$ cat config.mk
export PLATFORM = sky130hd
export DESIGN_NAME = clock_phase_gen
export DESIGN_NICKNAME = d
export VERILOG_FILES = /design/src/rtl/clock_phase_gen.sv
export SDC_FILE = /design/constraint.sdc
export NUM_CORES = 1
export LEC_CHECK = 0
export BUFFER_PORTS_ARGS = -buffer_cell sky130_fd_sc_hd__buf_2
export CORE_ASPECT_RATIO = 1.5
export CORE_MARGIN = 4
export CORE_UTILIZATION = 41
export DETAILED_ROUTE_END_ITERATION = 10
export SETUP_SLACK_MARGIN = 0.15
export SYNTH_ARGS = -nofsm -noshare
export SYNTH_HDL_FRONTEND = slang
export SYNTH_SLANG_ARGS = --single-unit
export TNS_END_PERCENT = 30
$ cat constraint.sdc
create_clock -name clock -period 3.27 [get_ports clock]
set_input_delay 0.654 -clock clock [delete_from_list [all_inputs] [get_ports clock]]
set_output_delay 0.654 -clock clock [all_outputs]
set_load 0.05 [all_outputs]
$ cat src/rtl/clock_phase_gen.sv
// Four-phase clock sequencer: splits each processor cycle into FETCH/DECODE/MEM/WB and drives imem/dmem/processor/regfile clocks.
// Latency: all outputs registered; first edge after reset release enters FETCH with imem_clock=1.
// Backpressure: halt, sampled only on the last WB clock, parks the sequencer in HOLD with every clock low.
//
// Ports:
//   clock, reset (sync, active-high), halt  -- board clock, reset, stall request
//   step_req                                -- single-cycle step request (only with STEP_PHASE_EN)
//   processor_clock, imem_clock,
//   dmem_clock, regfile_clock               -- derived clocks, at most one group high at a time
//   phase (0..3), running, cycle_count      -- observation outputs
//
// Optional feature macro: STEP_PHASE_EN (adds step_req and single-cycle stepping out of HOLD).

module clock_phase_gen #(
    parameter int PHASE_LEN = 1,
    parameter int CNT_W     = 32
) (
    input  logic             clock,
    input  logic             reset,
    input  logic             halt,
`ifdef STEP_PHASE_EN
    input  logic             step_req,
`endif
    output logic             processor_clock,
    output logic             imem_clock,
    output logic             dmem_clock,
    output logic             regfile_clock,
    output logic [1:0]       phase,
    output logic             running,
    output logic [CNT_W-1:0] cycle_count
);

    generate
        if (PHASE_LEN < 1 || PHASE_LEN > 255) begin : g_bad_phase_len
            $error("clock_phase_gen: PHASE_LEN must be in 1..255");
        end
        if (CNT_W < 1) begin : g_bad_cnt_w
            $error("clock_phase_gen: CNT_W must be at least 1");
        end
    endgenerate

    typedef enum logic [1:0] {
        ST_RST  = 2'd0,
        ST_RUN  = 2'd1,
        ST_HOLD = 2'd2
    } state_t;

    localparam logic [1:0] PH_FETCH = 2'd0;
    localparam logic [1:0] PH_MEM   = 2'd2;
    localparam logic [1:0] PH_WB    = 2'd3;
    localparam logic [7:0] SUB_LAST = 8'(PHASE_LEN - 1);
    localparam logic [CNT_W-1:0] CNT_ONE = CNT_W'(1);

    state_t           state_q, state_d;
    logic [1:0]       phase_q, phase_d;
    logic [7:0]       sub_q, sub_d;
    logic [CNT_W-1:0] cnt_q, cnt_d;
    logic             imem_q, imem_d;
    logic             dmem_q, dmem_d;
    logic             wb_q, wb_d;
    logic             running_q, running_d;
    logic             step_active;

`ifdef STEP_PHASE_EN
    // step_active_q marks a cycle launched by step_req; it always ends back in HOLD.
    // step_arm_q re-arms only after step_req is seen low, so a held request steps once.
    logic step_active_q, step_active_d;
    logic step_arm_q, step_arm_d;
    assign step_active = step_active_q;
`else
    assign step_active = 1'b0;
`endif

    // ------------------------------------------------------------------
    // State register (also holds the registered outputs)
    // ------------------------------------------------------------------
    always_ff @(posedge clock) begin
        if (reset) begin
            state_q   <= ST_RST;
            phase_q   <= PH_FETCH;
            sub_q     <= 8'd0;
            cnt_q     <= '0;
            imem_q    <= 1'b0;
            dmem_q    <= 1'b0;
            wb_q      <= 1'b0;
            running_q <= 1'b0;
`ifdef STEP_PHASE_EN
            step_active_q <= 1'b0;
            step_arm_q    <= 1'b0;
`endif
        end else begin
            state_q   <= state_d;
            phase_q   <= phase_d;
            sub_q     <= sub_d;
            cnt_q     <= cnt_d;
            imem_q    <= imem_d;
            dmem_q    <= dmem_d;
            wb_q      <= wb_d;
            running_q <= running_d;
`ifdef STEP_PHASE_EN
            step_active_q <= step_active_d;
            step_arm_q    <= step_arm_d;
`endif
        end
    end

    // ------------------------------------------------------------------
    // Next-state logic
    // ------------------------------------------------------------------
    always_comb begin
        state_d = state_q;
        phase_d = phase_q;
        sub_d   = sub_q;
        cnt_d   = cnt_q;
`ifdef STEP_PHASE_EN
        step_active_d = step_active_q;
        step_arm_d    = step_arm_q;
        if (!step_req) begin
            step_arm_d = 1'b1;
        end
`endif
        case (state_q)
            ST_RST: begin
                state_d = ST_RUN;
                phase_d = PH_FETCH;
                sub_d   = 8'd0;
            end
            ST_RUN: begin
                if (sub_q == SUB_LAST) begin
                    sub_d   = 8'd0;
                    phase_d = phase_q + 2'd1;
                    // Entering WB is the processor_clock rising edge.
                    if (phase_q == PH_MEM) begin
                        cnt_d = cnt_q + CNT_ONE;
                    end
                    // Last clock of WB: the only point where halt is honoured,
                    // so WB always completes in full before parking.
                    if (phase_q == PH_WB && (halt || step_active)) begin
                        state_d = ST_HOLD;
                        phase_d = PH_WB;
`ifdef STEP_PHASE_EN
                        step_active_d = 1'b0;
`endif
                    end
                end else begin
                    sub_d = sub_q + 8'd1;
                end
            end
            ST_HOLD: begin
                if (!halt) begin
                    state_d = ST_RUN;
                    phase_d = PH_FETCH;
                    sub_d   = 8'd0;
`ifdef STEP_PHASE_EN
                end else if (step_req && step_arm_q) begin
                    state_d       = ST_RUN;
                    phase_d       = PH_FETCH;
                    sub_d         = 8'd0;
                    step_active_d = 1'b1;
                    step_arm_d    = 1'b0;
`endif
                end
            end
            default: begin
                state_d = ST_RST;
                phase_d = PH_FETCH;
                sub_d   = 8'd0;
            end
        endcase
    end

    // ------------------------------------------------------------------
    // Output decode: computed from next state so every derived clock is a
    // flop output and changes only on a board clock edge.
    // ------------------------------------------------------------------
    always_comb begin
        running_d = (state_d == ST_RUN);
        imem_d    = running_d && (phase_d == PH_FETCH);
        dmem_d    = running_d && (phase_d == PH_MEM);
        wb_d      = running_d && (phase_d == PH_WB);
    end

    assign imem_clock      = imem_q;
    assign dmem_clock      = dmem_q;
    assign processor_clock = wb_q;
    assign regfile_clock   = wb_q;
    assign phase           = phase_q;
    assign running         = running_q;
    assign cycle_count     = cnt_q;

endmodule

; ---- Word level (Yosys, flattened, before mapping)
; Index checks and enable logic that the tools add are counted.
[op_classes]
add_sub_neg = 3
n_eq_ne = 8
mux = 11
n_reduce_logical = 8
[op_table]
columns = operator, count
row1 = adder 32 x 1 -> 32 bit (second input constant), 1
row2 = two-way mux 8 bit, 2
row3 = one-hot mux 8 bit (2 select lines), 1
row4 = two-way mux 2 bit, 6
row5 = == test 2 bit (second input constant), 5
row6 = adder 8 x 1 -> 8 bit (second input constant), 1
row7 = logical NOT 8 bit, 1
row8 = one-hot mux 2 bit (3 select lines), 1
row9 = == test 2 x 1 -> 1 bit (second input constant), 2
row10 = logical AND 1 bit, 4
row11 = logical NOT 2 bit, 2
row12 = one-hot mux 2 bit (2 select lines), 1
row13 = AND reduction 3 bit, 1
row14 = adder 2 x 1 -> 2 bit (second input constant), 1
row15 = != test 2 bit (second input constant), 1
[totals]
reg_bits = 48
in_bits = 3
out_inout_bits = 39

; ---- Logic depth before layout (Yosys ltp)
[depth]
depth_word = 7
depth_mapped = 8
mapped_depth_nobuf = 6

; ---- Least setup slack after synthesis
; Ideal clock, no wire load.
[synth_timing]
path_kind = reg-to-reg
from = register sub_q[0]
to = register cnt_q[10] (netlist: cycle_count[10])
setup_ns = 0.070
arrival_time_ns = 2.203
setup_slack_ns = 0.998
path_stages_with_launch = 8
path_buffers = 1
cell_sequence = dfxtp_1 > inv_1 > ha_1 > or4b_4 > or4_1 > buf_2 > or4_1 > a21oi_1
[synth_between]
elab_chain_cells = 2
[synth_lines]
columns = element, line
row1 = from (decl), 56  ; logic [7:0] sub_q, sub_d;
row2 = from (signal assigned), 94  ; sub_q <= sub_d;
row3 = logical NOT 8 bit, 129  ; if (sub_q == SUB_LAST) begin
row4 = AND reduction 3 bit (no line), n/a
row5 = to (signal assigned), 95  ; cnt_q <= cnt_d;
row6 = to (decl), 57  ; logic [CNT_W-1:0] cnt_q, cnt_d;
; No other way between the ends.
; A chain may end at the register's enable or synchronous reset.

; ---- Final worst setup path
[layout_timing]
from = register sub_q[0]
to = register cnt_q[12] (netlist: cycle_count[12])
; The elaborated chain is that of the path after synthesis.

==> reports/results.tsv <==
stage	metric	value	unit
run_status	status	complete, no violations	
power_and_ir_drop	clkPwrFrac	0.410	
synth	synth_warnings	0	
cells_and_area	layout-drive-gt1-share	0.217	
cells_and_area	final_core_util	0.489	
sta	hold_ws	505	ps
sta	max_freq	404	MHz
clock_network	cts_resized	0	
floorplan	core	5870	um^2
clock_network	cts_sinks	48	
clock_network	cts-root-buf	clkbuf_8	
worst_setup_path	crit_fanout	10	
clock_network	htree_levels	2	
synth	ys_seq_area_frac	0.383	
synth	syn_nets	305	
global_routing	antenna_found_initial	0	
synth	synthesis.instances	293	
global_routing	grt_use_met2	0.263	
global_routing	met3_usage	0.0300	
synth	ys_seq_elements	48	
worst_setup_path	cp.buffers_inverters	1	
cells_and_area	layout_commonest_cell	dfxtp_1	
cells_and_area	fin_nets	343	
worst_setup_path	cpMostUsedCell	or4_1	
synth	synth_cell_type_count	42	
worst_setup_path	worstPathCellList	inv_1, ha_1, or4b_4, or4_1, or4_1, a21oi_1	
power_and_ir_drop	p_int	0.829	mW
worst_setup_path	required	3500	ps
detailed_routing	first_pass_iters	4	
power_and_ir_drop	pwr-share-comb	0.039	
floorplan	die-area	7470	um^2
detailed_routing	wl_per_cell	14.0	um
worst_hold_path	min_delay_path_depth	2	
floorplan	pin_count	42	
clock_network	clk_latency	310	ps
placed_design	io_buffers	41	
global_routing	grt_pass1_vias	2058	
worst_setup_path	path_class	reg2reg	
worst_setup_path	slowest_delay	700	ps
detailed_routing	drc	0	
detailed_routing	drt-total-wl	5640	um
detailed_routing	num_vias	2259	
power_and_ir_drop	swShare	0.226	
sta	skew	11.8	ps
worst_setup_path	critPathLaunchType	flip-flop	
sta	rsz0062_at_grt	no	
floorplan	num_rows	34	
global_routing	met1_usage	0.206	
worst_setup_path	reg2regPathDepth	6	
power_and_ir_drop	power_frac_seq	0.551	
synth	ys.flop_type	dfxtp_1	
clock_network	clk_pin_slew_worst_paths	90	ps
clock_network	hold_buffers	0	
cells_and_area	final_cell_mix	dfxtp_1 (48), buf_2 (41), nor2_1 (33)	
synth	async_flop_share	0	
detailed_routing	drt-vias-per-instance	5.59	
clock_network	cts_buffers	5	
sta	max_slew_margin	0.395	
sta	final-setup-viol-count	0	
global_routing	top_usage_layer	met2	
run	drv_cap	0	
worst_setup_path	cp.depth	6	
clock_network	tritoncts	yes	
cells_and_area	areaGrowthSynthToFinish	14.3	%
global_routing	grt_max_degree	54	
worst_setup_path	end_kind	flip-flop	
global_routing	grt_pass1_wl	9850	um
placed_design	hpwl	4110	um
power_and_ir_drop	p_sw	0.242	mW
sta	tightest_slew	907	ps
floorplan	start_util	0.428	
worst_setup_path	r2r_setup_slack	790	ps
placed_design	place_congestion	0.797	
synth	syn_area	2510	um^2
floorplan	die-height	104	um
cells_and_area	nFillCells	592	
power_and_ir_drop	peakVddDrop	263	uV
sta	finalCritPeriodShare	0.758	
sta	fin_tns_setup	0	ps
global_routing	grt_overflow	0	
synth	syn_area_per_cell	8.57	um^2
worst_setup_path	path_delay_family	simple AND/OR/NAND/NOR gates	
power_and_ir_drop	powerDensity	373	nW/um^2
sta	fin_crit	2480	ps
floorplan	die_x	71.9	um
worst_hold_path	hold_class	reg2reg	
worst_setup_path	crit_arrival	2700	ps
sta	drv_slew	0	
detailed_routing	final_antenna_net_count	0	
sta	hold_viol_final	0	
cells_and_area	diodes	0	
global_routing	grt_usage	0.158	
clock_network	clock_path_buffers	2	
worst_setup_path	crit_path_top_delay_cell	or4_1	
synth	synth_edf_count	0	
power_and_ir_drop	p_leak	1.16	nW
clock_network	post_cts_buffers	0	
detailed_routing	drt-initial-drc-count	142	
[state kept, by name (all words and copies together) (netlist names)]
register	count
state_q	2
imem_clock	1
running	1
dmem_clock	1
cycle_count	32
processor_clock	1
phase	2
sub_q	8
[worst register-to-register path: stages (launching register included)]
cell and delay (ps):
dfxtp_1 350, inv_1 90, ha_1 160, or4b_4 500, or4_1 700, or4_1 450
a21oi_1 150
[kinds of logic (layout without fill, tap and decap cells)]
family                   count (synthesis)  after routing  share of synthesized area
buffers and inverters                   23             62                     0.0429
flip-flops                              48             48                      0.383
adder cells (fa/ha/maj)                  9              9                     0.0448
XOR/XNOR                                11             11                     0.0384
AND/OR/NAND/NOR                        146            146                      0.321
multiplexers                            15             15                     0.0668
AO/OA/AOI/OAI                           41             41                      0.103
[Yosys cell counts, types with 2 or more instances]
cell / n / area, um^2
xnor2_1: 2 / 17.5
buf_2: 2 / 10.0
mux2_2: 14 / 158
and3_1: 5 / 31.3
ha_1: 9 / 113
buf_6: 2 / 22.5
inv_1: 11 / 41.3
dfxtp_1: 48 / 961
o21ai_0: 9 / 45.0
nor2_1: 33 / 124
and2_2: 3 / 22.5
and2_1: 2 / 12.5
nand2_1: 18 / 67.6
nor4_1: 10 / 62.6
xor2_1: 9 / 78.8
o31ai_1: 8 / 60.1
nor2b_1: 14 / 87.6
nor3_1: 8 / 40.0
nor4b_1: 2 / 17.5
and4_1: 5 / 43.8
nand4_1: 12 / 75.1
or4_1: 10 / 75.1
clkbuf_1: 7 / 26.3
or3_1: 5 / 31.3
nand3_1: 15 / 75.1
a21oi_1: 14 / 70.1
[metrics by stage]
step | worst slack [ps] | instances | power [mW] | instance area, um^2
after global routing | 627 | 404 | 1.11 | 2870
after detailed placement | 823 | 396 | 0.646 | 2760
final | 793 | 404 | 1.07 | 2870
after CTS | 787 | 404 | 1.09 | 2870
after global placement | 870 | 396 | 0.645 | 2760
after floorplan | 998 | 293 | 0.638 | 2510
[per-layer routing]
metal | wire, um | part of all wire
met5 | 0 | 0
met4 | 59 | 0.010
met3 | 229 | 0.041
met2 | 2900 | 0.51
met1 | 2450 | 0.43
[worst paths after layout]
kind,start,to
worst min register to register,cycle_count[17],cycle_count[17]
worst max-delay path,sub_q[0],cycle_count[12]
worst max register to register,sub_q[0],cycle_count[12]
worst min-delay path,cycle_count[17],cycle_count[17]
[layout make-up]
class | count | area (um^2) | share of cell area
Tap cell | 72 | 90.1 | 0.0314
Clock buffer | 5 | 68.8 | 0.0240
Inverter | 11 | 41.3 | 0.0144
Sequential cell | 48 | 961 | 0.335
Multi-Input combinational cell | 222 | 1440 | 0.502
Clock inverter | 3 | 47.5 | 0.0166
Timing Repair Buffer | 43 | 220 | 0.0767
[power by group through the flow]
stage | Combinational [mW] | Sequential (mW) | Clock, mW
2_1_floorplan | 0.0264 | 0.612 | 0
3_3_place_gp | 0.0416 | 0.604 | 0
3_5_place_dp | 0.0424 | 0.604 | 0
4_1_cts | 0.0424 | 0.590 | 0.455
5_1_grt | 0.0477 | 0.591 | 0.477
6_report | 0.0417 | 0.590 | 0.439
Power figures use the tool's default switching activity.
